`config.mk`:
```
export PLATFORM = sky130hd
export DESIGN_NAME = karatsuba_overlap_accum
export DESIGN_NICKNAME = d
export VERILOG_FILES = /design/src/rtl/karatsuba_pkg.sv /design/src/rtl/karatsuba_overlap_accum.sv
export SDC_FILE = /design/constraint.sdc
export NUM_CORES = 1
export LEC_CHECK = 0
export ABC_AREA = 1
export BUFFER_PORTS_ARGS = -buffer_cell sky130_fd_sc_hd__buf_2
export CAP_MARGIN = 30
export CORE_MARGIN = 2
export CORE_UTILIZATION = 60
export DETAILED_ROUTE_END_ITERATION = 8
export PLACE_DENSITY = 0.85
export SLEW_MARGIN = 20
export SYNTH_ARGS = -nofsm -noshare
export SYNTH_HDL_FRONTEND = slang
export SYNTH_SLANG_ARGS = --single-unit
```
`constraint.sdc`:
```
create_clock -name clk -period 6.2 [get_ports clk]
set_input_delay 0.31 -clock clk [delete_from_list [all_inputs] [get_ports clk]]
set_output_delay 0.31 -clock clk [all_outputs]
set_load 0.01 [all_outputs]
```
`src/rtl/karatsuba_pkg.sv`:
```
// karatsuba_pkg: shared constants, state type and helpers for the Karatsuba GF(2) multiplier tree
package karatsuba_pkg;
  localparam int LEAF_PW  = 13;
  localparam int LEAF_OFF = 7;
  localparam int LEAF_K   = 3;
  typedef enum logic {ACCUM, DONE} state_t;
  function automatic int clog2(input int n);
    int r;
    r = 0;
    for (int v = n - 1; v > 0; v = v >> 1) r++;
    return r;
  endfunction
endpackage

```
`src/rtl/karatsuba_overlap_accum.sv`:
```
// karatsuba_overlap_accum: serial overlap-XOR accumulation of K partial products at index*OFF offsets
module karatsuba_overlap_accum
  import karatsuba_pkg::*;
#(
  parameter int PW  = LEAF_PW,
  parameter int OFF = LEAF_OFF,
  parameter int K   = LEAF_K,
  parameter int OW  = (K - 1) * OFF + PW
) (
  input  logic          clk,
  input  logic          rst,
  input  logic          in_valid,
  output logic          in_ready,
  input  logic [PW-1:0] in_data,
  output logic          out_valid,
  input  logic          out_ready,
  output logic [OW-1:0] out_data
);
  localparam int CW = (clog2(K) < 1) ? 1 : clog2(K);
  state_t        r_state;
  state_t        w_next;
  logic [CW-1:0] r_cnt;
  logic [OW-1:0] r_acc;
  logic [OW-1:0] w_placed;
  logic          w_fire;
  logic          w_last;
  assign w_fire   = in_valid && (r_state == ACCUM);
  assign w_last   = (r_cnt == CW'(K - 1));
  assign w_placed = OW'(in_data) << (32'(r_cnt) * OFF);
  // state register
  always_ff @(posedge clk) begin
    if (rst) r_state <= ACCUM;
    else     r_state <= w_next;
  end
  // leave ACCUM on the last term, leave DONE once the consumer takes the product
  always_comb begin
    w_next = r_state;
    if (r_state == ACCUM) w_next = (w_fire && w_last) ? DONE : ACCUM;
    else                  w_next = out_ready ? ACCUM : DONE;
  end
  // handshake flags and product output
  always_comb begin
    in_ready  = (r_state == ACCUM);
    out_valid = (r_state == DONE);
    out_data  = r_acc;
  end
  // index 0 overwrites the accumulator so no clear cycle is needed between products
  always_ff @(posedge clk) begin
    if (rst) begin
      r_acc <= '0;
      r_cnt <= '0;
    end else if (w_fire) begin
      r_acc <= ((r_cnt == '0) ? '0 : r_acc) ^ w_placed;
      r_cnt <= w_last ? '0 : r_cnt + CW'(1);
    end
  end
endmodule

```
; ---- After elaboration in Yosys (flattened, before gate mapping)
; Cells that the tools add are included.
[word_totals]
regBits = 30
out_inout_bits = 29
wordCells = 17
[op_classes]
n_addsub = 1
mul = 1
n_eq_ne = 1
shift = 1
n_mux = 5
bitwise = 2
reduce_logical = 3
[op_table]
columns = operator, n
row1 = 2-to-1 mux 27 bit, 1
row2 = << shifter 13 x 5 -> 27 bit, 1
row3 = XOR 27 bit, 1
row4 = "multiplier 2 x 3 -> 5 bit, second input constant", 1
row5 = 2-to-1 mux 1 bit, 3
row6 = "adder 2 x 1 -> 2 bit, second input constant", 1
row7 = "== test 2 bit, second input constant", 1
row8 = logical AND 1 bit, 2
row9 = logical NOT 2 bit, 1
row10 = 2-to-1 mux 2 bit, 1
row11 = NOT 1 bit, 1

; ---- Depth between registers and ports, before layout
; Gate-level depths: netlist of the first run.
[logic_depth]
depth_word = 5
depth_mapped = 15

; ---- Least setup slack after synthesis of the first run
; Ideal clock, no wire load.
[synth_path]
kind = register to register
startpoint = register r_cnt[0]
endpoint = register r_acc[20] (netlist: out_data[20])
arrival_time_ns = 1.862
slack_ns = 4.223
stages_incl_launch_ff = 13
n_path_buf = 4
period_less_slack_ns = 1.977
path_cell_list = dfxtp_1 -> buf_6 -> inv_8 -> buf_12 -> ha_1 -> buf_6 -> buf_6 -> o31ai_4 -> nand3_1 -> nand2_1 -> nand3_1 -> nand2_1 -> nor2_1
[synth_via]
elab_chain_len = 3
word_cells_on_any_way = 5
classes_between = mul: 1 / shift: 1 / mux: 1 / bitwise: 1 / reduce/logical: 1
[synth_rtl]
columns = item, line
row1 = from (decl), karatsuba_overlap_accum.sv:22  ; logic [CW-1:0] r_cnt;
row2 = from (signal assigned), karatsuba_overlap_accum.sv:54  ; r_cnt <= w_last ? '0 : r_cnt + CW'(1);
row3 = multiplier 2 x 3 -> 5 bit / logical NOT 2 bit (equally long branches), "karatsuba_overlap_accum.sv:29, karatsuba_overlap_accum.sv:53"
row4 = << shifter 13 x 5 -> 27 bit / 2-to-1 mux 27 bit (equally long branches), "karatsuba_overlap_accum.sv:29, karatsuba_overlap_accum.sv:53"
row5 = XOR 27 bit (*), karatsuba_overlap_accum.sv:53  ; r_acc <= ((r_cnt == '0) ? '0 : r_acc) ^ w_placed;
row6 = to (signal assigned), karatsuba_overlap_accum.sv:53
row7 = to (decl), karatsuba_overlap_accum.sv:23  ; logic [OW-1:0] r_acc;
; Mark *: on every way between the ends. The rest lies on a longest branch, timed or not.
; A chain may end at the register's enable or synchronous reset.

; ---- Final worst setup path of the first run
[layout_path]
startpoint = register r_cnt[0]
endpoint = register r_acc[10] (netlist: out_data[10])
; Same word-level chain as after synthesis.

==> results of run 1 <==
[layout make-up]
cell class	instances	area [µm²]	area share
repair buffers	46	233	0.0839
clock buffers	6	82.6	0.0298
flip-flops and latches	30	601	0.216
clock inverters	2	12.5	0.00451
well taps	50	62.6	0.0225
inverters	21	88.8	0.0320
multi-input cells	304	1700	0.611
[where the power goes]
group	total [mW]	internal [mW]	switching [mW]
Clock	0.169	0.0891	0.0797
Sequential	0.222	0.210	0.0121
Combinational	0.261	0.0844	0.176
Total	0.652	0.383	0.268
[worst paths after layout]
| check | start | endpoint | slack (ns) | cells after the start |
|---|---|---|---|---|
| setup / recovery | r_cnt[0]$_SDFFE_PP0N_ | out_data[10]$_SDFFE_PP0N_ | 2.98 | 10 |
| setup reg to reg | r_cnt[0]$_SDFFE_PP0N_ | out_data[10]$_SDFFE_PP0N_ | 2.98 | 10 |
| hold reg to reg | out_data[3]$_SDFFE_PP0N_ | out_data[3]$_SDFFE_PP0N_ | 0.47 | 2 |
| hold / removal | rst | out_data[2]$_SDFFE_PP0N_ | 0.28 | 2 |
[cells by family (layout without fill, tap and decap cells)]
logic type	count (synthesis)	after routing
compound gates	34	34
fa+ha+maj	5	5
buf+inv	40	75
flops	30	30
simple gates	265	265
[through the flow]
stage / hold slack (ns) / area [µm²] / power (mW) / util / std cells
final: 0.281 / 2780 / 0.652 / 0.684 / 459
after global placement: 0.453 / 2680 / 0.479 / 0.661 / 451
after global routing: 0.295 / 2780 / 0.693 / 0.684 / 459
after CTS: 0.284 / 2780 / 0.651 / 0.684 / 459
after floorplan: 0.379 / 2550 / 0.438 / - / 374
after detailed placement: 0.456 / 2680 / 0.484 / 0.661 / 451
[flip-flops by register name, summed over array words and instances, names as in the netlist]
signal,count
r_cnt,2
out_valid,1
out_data,27
[cell usage in the layout, fill, tap and decap left out, drive strengths merged]
master,n
dfxtp,30
nor2,38
ha,5
o211ai,1
nand3,87
a21oi,24
nand2,128
o21ai,8
clkinv,1
nor3,4
clkinvlp,1
clkbuf,6
inv,21
buf,46
nand4,7
or2,1
o31ai,1
[per-layer routing]
layer  track usage  vias to the layer above  part of all wire
li1              -                     1304                 -
met1         0.335                     1194              0.41
met2         0.501                      100              0.51
met3        0.0451                        6             0.069
met4        0.0675                        0            0.0088
met5             0                        -                 0
==> results.toml, run 1 <==
[placed_design]
gp_congestion = 0.935
post-place-ws_ns = 3.01
port_buffers = 45
hpwl_mm = 4.73

[drt]
drc = 0
num_vias = 2604
drt-pass1-iter-count = 4
ant_nets = 0
drt-vias-per-instance = 5.67
drtIter0Drc = 182
wl_per_cell_um = 13.6
finalWirelength_mm = 6.24

[timing]
slew_viol_final = 0
tightest_slew_ns = 0.899
relSlewSlack = 0.400
final_hold_viol_count = 0
setup_viol = 0
max_freq_mhz = 311
setup_ws_ns = 2.98
finalCriticalPeriod_ns = 3.22
skew_ns = 0.00933
tns_ns = 0
rsz0062_at_grt = "false"
fin_crit_sh = 0.519

[yosys]
yosys.area.top_type = "dfxtp_1"
async_flop_share = 0
ys_ff_latch = 30
synth_edf_count = 0
synthMuxAreaShare = 0
synth_ff_type = "dfxtp_1"
syn_inst = 374
synth_simple_gate_area_share = 0.561
synth_seq_area_share = 0.236
synth_compound_gate_area_share = 0.0790
syn_avg_cell_area_um2 = 6.82
yosysWarnings = 0
synthMostInstantiatedCell = "nand2_1"
ys_types = 30
synth_top_family_by_area = "simple AND/OR/NAND/NOR gates"
synth_area_leaders = "dfxtp_1, nand2_1, nand3_2"
synth.cells.most_frequent = "nand2_1, nand3_1, nand3_2, nor2_1, dfxtp_1"
synth_area_um2 = 2550
yosysTopAreaCellShare = 0.236
syn_nets = 396
synth_xor_xnor_area_share = 0
synth_fa_ha_area_frac = 0.0245

[die]
fp.dieH_um = 69.2
die-area_um2 = 4790
ios = 46
fp-row-count = 23
core-area_um2 = 4060
die_w_um = 69.2
start_util = 0.628

[final_layout]
antennaDiodeCount = 0
fin_nets = 430
num-fill-cells = 370
area_growth_pct = 8.83
drive_above_1_share = 0.306

[pwr]
power_density_nw_per_um2 = 235
irDropWorstVdd_mv = 0.164
power_leakage_nw = 1.38

[critical_path]
slowest_stage = "ha_1"
path_class = "reg2reg"
cp.arrival_ns = 3.45
path_cells = "inv_8 > ha_1 > inv_4 > nand3_1 > nand2_1 > o21ai_1 > nand3_1 > nand2_1 > nand2_1 > nor2_1"
crit_top_cell = "nand2_1"
timing.critical_path.buf_inv = 2
critPathMaxStageDelay_ns = 0.93
setup.worst_path.end_class = "flop"
cp-start-kind = "flop"
crit_family = "adder cells"
cp.required_ns = 6.43
crit_fanout = 21

[cts]
post-cts-setup-buffers = 0
clk-insertion-delay-late_ns = 0.29
cts_tree = "done"
numCtsBuffers = 5
root_buffer = "clkbuf_8"
cts_hold_buffers = 0
cts.sinks = 30
clk_pin_slew_worst_paths_ns = 0.07
clockBufferDepth = 2
postCtsResizedCells = 0
h-tree-depth = 2

[global_routing]
grt_pass1_vias = 2428
track_usage = 0.275
gr-total-overflow = 0
grt_first_pass_wirelength_mm = 10.9
antenna_found_initial = 0
grt_max_degree = 29

[worst_hold_path]
hp-class = "in2reg"

[flow_run]
drv_cap = 0

[outcome]
outcome = "finished, final reports clean"
No activity file was read; power rests on OpenSTA's default activity.
==> inputs of run 2 (changes only) <==
--- a/config.mk
+++ b/config.mk
@@ -5,13 +5,13 @@
 export SDC_FILE = /design/constraint.sdc
 export NUM_CORES = 1
 export LEC_CHECK = 0
-export ABC_AREA = 1
+export ABC_AREA = 0
 export BUFFER_PORTS_ARGS = -buffer_cell sky130_fd_sc_hd__buf_2
 export CAP_MARGIN = 30
 export CORE_MARGIN = 2
-export CORE_UTILIZATION = 60
+export CORE_UTILIZATION = 55
 export DETAILED_ROUTE_END_ITERATION = 8
-export PLACE_DENSITY = 0.85
+export PLACE_DENSITY = 0.8
 export SLEW_MARGIN = 20
 export SYNTH_ARGS = -nofsm -noshare
 export SYNTH_HDL_FRONTEND = slang
==> constraint.sdc (replaced) <==
create_clock -name clk -period 3.15 [get_ports clk]
set_input_delay 0.1575 -clock clk [delete_from_list [all_inputs] [get_ports clk]]
set_output_delay 0.1575 -clock clk [all_outputs]
set_load 0.01 [all_outputs]
==> run 2 against run 1 <==
- non-clock buffer count increased by 6
- critical endpoint is now out_data[21]$_SDFFE_PP0N_
- clock skew fell by 0.0058 ns
- utilization down 3.9 points
- largest cell class unchanged
- routed wire length is 7.6% lower
- area after synthesis down 13%
==> results.toml, run 2 <==
[outcome]
outcome = "finished, final reports clean"

[drt]
num_vias = 2099
drtIter0Drc = 158
drc = 0
finalWirelength_mm = 5.77
ant_nets = 0
wl_per_cell_um = 16.7
drt-vias-per-instance = 6.08
drt-pass1-iter-count = 5

[yosys]
synthMostInstantiatedCell = "nor2_1"
syn_avg_cell_area_um2 = 8.74
syn_inst = 253
synth_ff_type = "dfxtp_1"
async_flop_share = 0
yosysWarnings = 0
synth.cells.most_frequent = "nor2_1, dfxtp_1, nand2_1"
synth_seq_area_share = 0.271
synth_area_um2 = 2210
yosys.area.top_type = "dfxtp_1"
ys_ff_latch = 30
yosysTopAreaCellShare = 0.271
synth_area_leaders = "dfxtp_1, mux2i_1, mux4_2"
ys_types = 48
synth_edf_count = 0
syn_nets = 275

[timing]
final_hold_viol_count = 0
setup_ws_ns = 0.564
rsz0062_at_grt = "false"
tightest_slew_ns = 0.601
tns_ns = 0
fin_crit_sh = 0.821
slew_viol_final = 0
whs_ns = 0.188
relSlewSlack = 0.599
max_freq_mhz = 387
finalCriticalPeriod_ns = 2.59
skew_ns = 0.00352
setup_viol = 0

[die]
fp-row-count = 23
core-area_um2 = 3940
fp.dieH_um = 67.4
ios = 46
die-area_um2 = 4550
start_util = 0.561
die_w_um = 67.4

[cts]
clk-insertion-delay-late_ns = 0.28
cts_tree = "done"
clockBufferDepth = 2
cts.sinks = 30
numCtsBuffers = 5
root_buffer = "clkbuf_8"
clk_pin_slew_worst_paths_ns = 0.06
h-tree-depth = 2
postCtsResizedCells = 0
cts_hold_buffers = 0
post-cts-setup-buffers = 0

[final_layout]
area_growth_pct = 14.9
largest_reg_flops = 27
seqCellArea_um2 = 601
final_common_cell = "buf_2"
fin_nets = 316
multi_input_area_um2 = 1480
drive_above_1_share = 0.247
stdcell_area_um2 = 2540
final_cell_mix = "buf_2, nor2_1, nand2_1, dfxtp_1"
antennaDiodeCount = 0
num-fill-cells = 356

[pwr]
total_power_mw = 1.12
p_seq_frac = 0.379
switchingPower_mw = 0.377
power_density_nw_per_um2 = 439
irDropWorstVdd_mv = 0.175
power_leakage_nw = 1.11
power.share.clock = 0.282
intPower_mw = 0.738
p_comb_frac = 0.339
switching_share = 0.338

[placed_design]
post-place-ws_ns = 0.604
hpwl_mm = 4.35
dpl-instance-area_um2 = 2450
gp_congestion = 1.02
port_buffers = 45

[global_routing]
antenna_found_initial = 0
grt_pass1_vias = 1859
track_usage = 0.276
grt_first_pass_wirelength_mm = 9.26
grt_max_degree = 31
gr-total-overflow = 0

[critical_path]
setup.worst_path.end_class = "flop"
cp.arrival_ns = 2.73
crit_fanout = 18
cp.required_ns = 3.30
path_class = "reg2reg"
cp-start-kind = "flop"

[worst_hold_path]
hp-class = "in2reg"

[flow_run]
drv_cap = 0
## run 2: critical path, stage by stage, from the launching register on
cell	delay, ns
dfxtp_1	0.38
inv_1	0.10
ha_1	0.68
buf_4	0.28
mux2i_1	0.10
mux4_2	0.52
o22ai_1	0.19
xor2_1	0.17
nor2_1	0.05
## run 2: power groups by stage
stage	clock network, mW	logic, mW	registers (mW)
2_1_floorplan	0	0.257	0.443
3_3_place_gp	0	0.370	0.430
3_5_place_dp	0	0.372	0.431
4_1_cts	0.322	0.373	0.423
5_1_grt	0.338	0.412	0.427
6_report	0.315	0.378	0.423
## run 2: layer usage
| layer | track usage | part of all wire |
|---|---|---|
| met1 | 0.371 | 0.45 |
| met2 | 0.422 | 0.46 |
| met3 | 0.0617 | 0.071 |
| met4 | 0.128 | 0.025 |
| met5 | 0 | 0 |
## run 2: worst paths after layout
check	from	endpoint	slack [ns]	depth (start not counted)
setup / recovery	r_cnt[1]$_SDFFE_PP0N_	out_data[21]$_SDFFE_PP0N_	0.56	8
hold / removal	out_ready	out_valid$_SDFF_PP0_	0.19	3
setup reg to reg	r_cnt[1]$_SDFFE_PP0N_	out_data[21]$_SDFFE_PP0N_	0.56	8
hold reg to reg	out_data[1]$_SDFFE_PP0N_	out_data[1]$_SDFFE_PP0N_	0.48	2
## run 2: logic make-up after synthesis
group | synth area share
simple gates | 0.200
compound gates | 0.163
mux | 0.220
flops | 0.271
buf+inv | 0.0577
xor+xnor | 0.0594
fa+ha+maj | 0.0283
## run 2: layout make-up
class | instances | share of cell area
clock inverter | 1 | 0.00197
tap | 50 | 0.0246
inverter | 7 | 0.0103
multi-input combinational | 198 | 0.584
clock buffer | 7 | 0.0340
sequential | 30 | 0.236
timing repair buffer | 52 | 0.109
## run 2: per-stage QoR
stage	util	cells
after detailed placement	0.622	337
after floorplan	-	253
after global placement	0.622	337
final	0.645	345
after global routing	0.645	345
after CTS	0.645	345
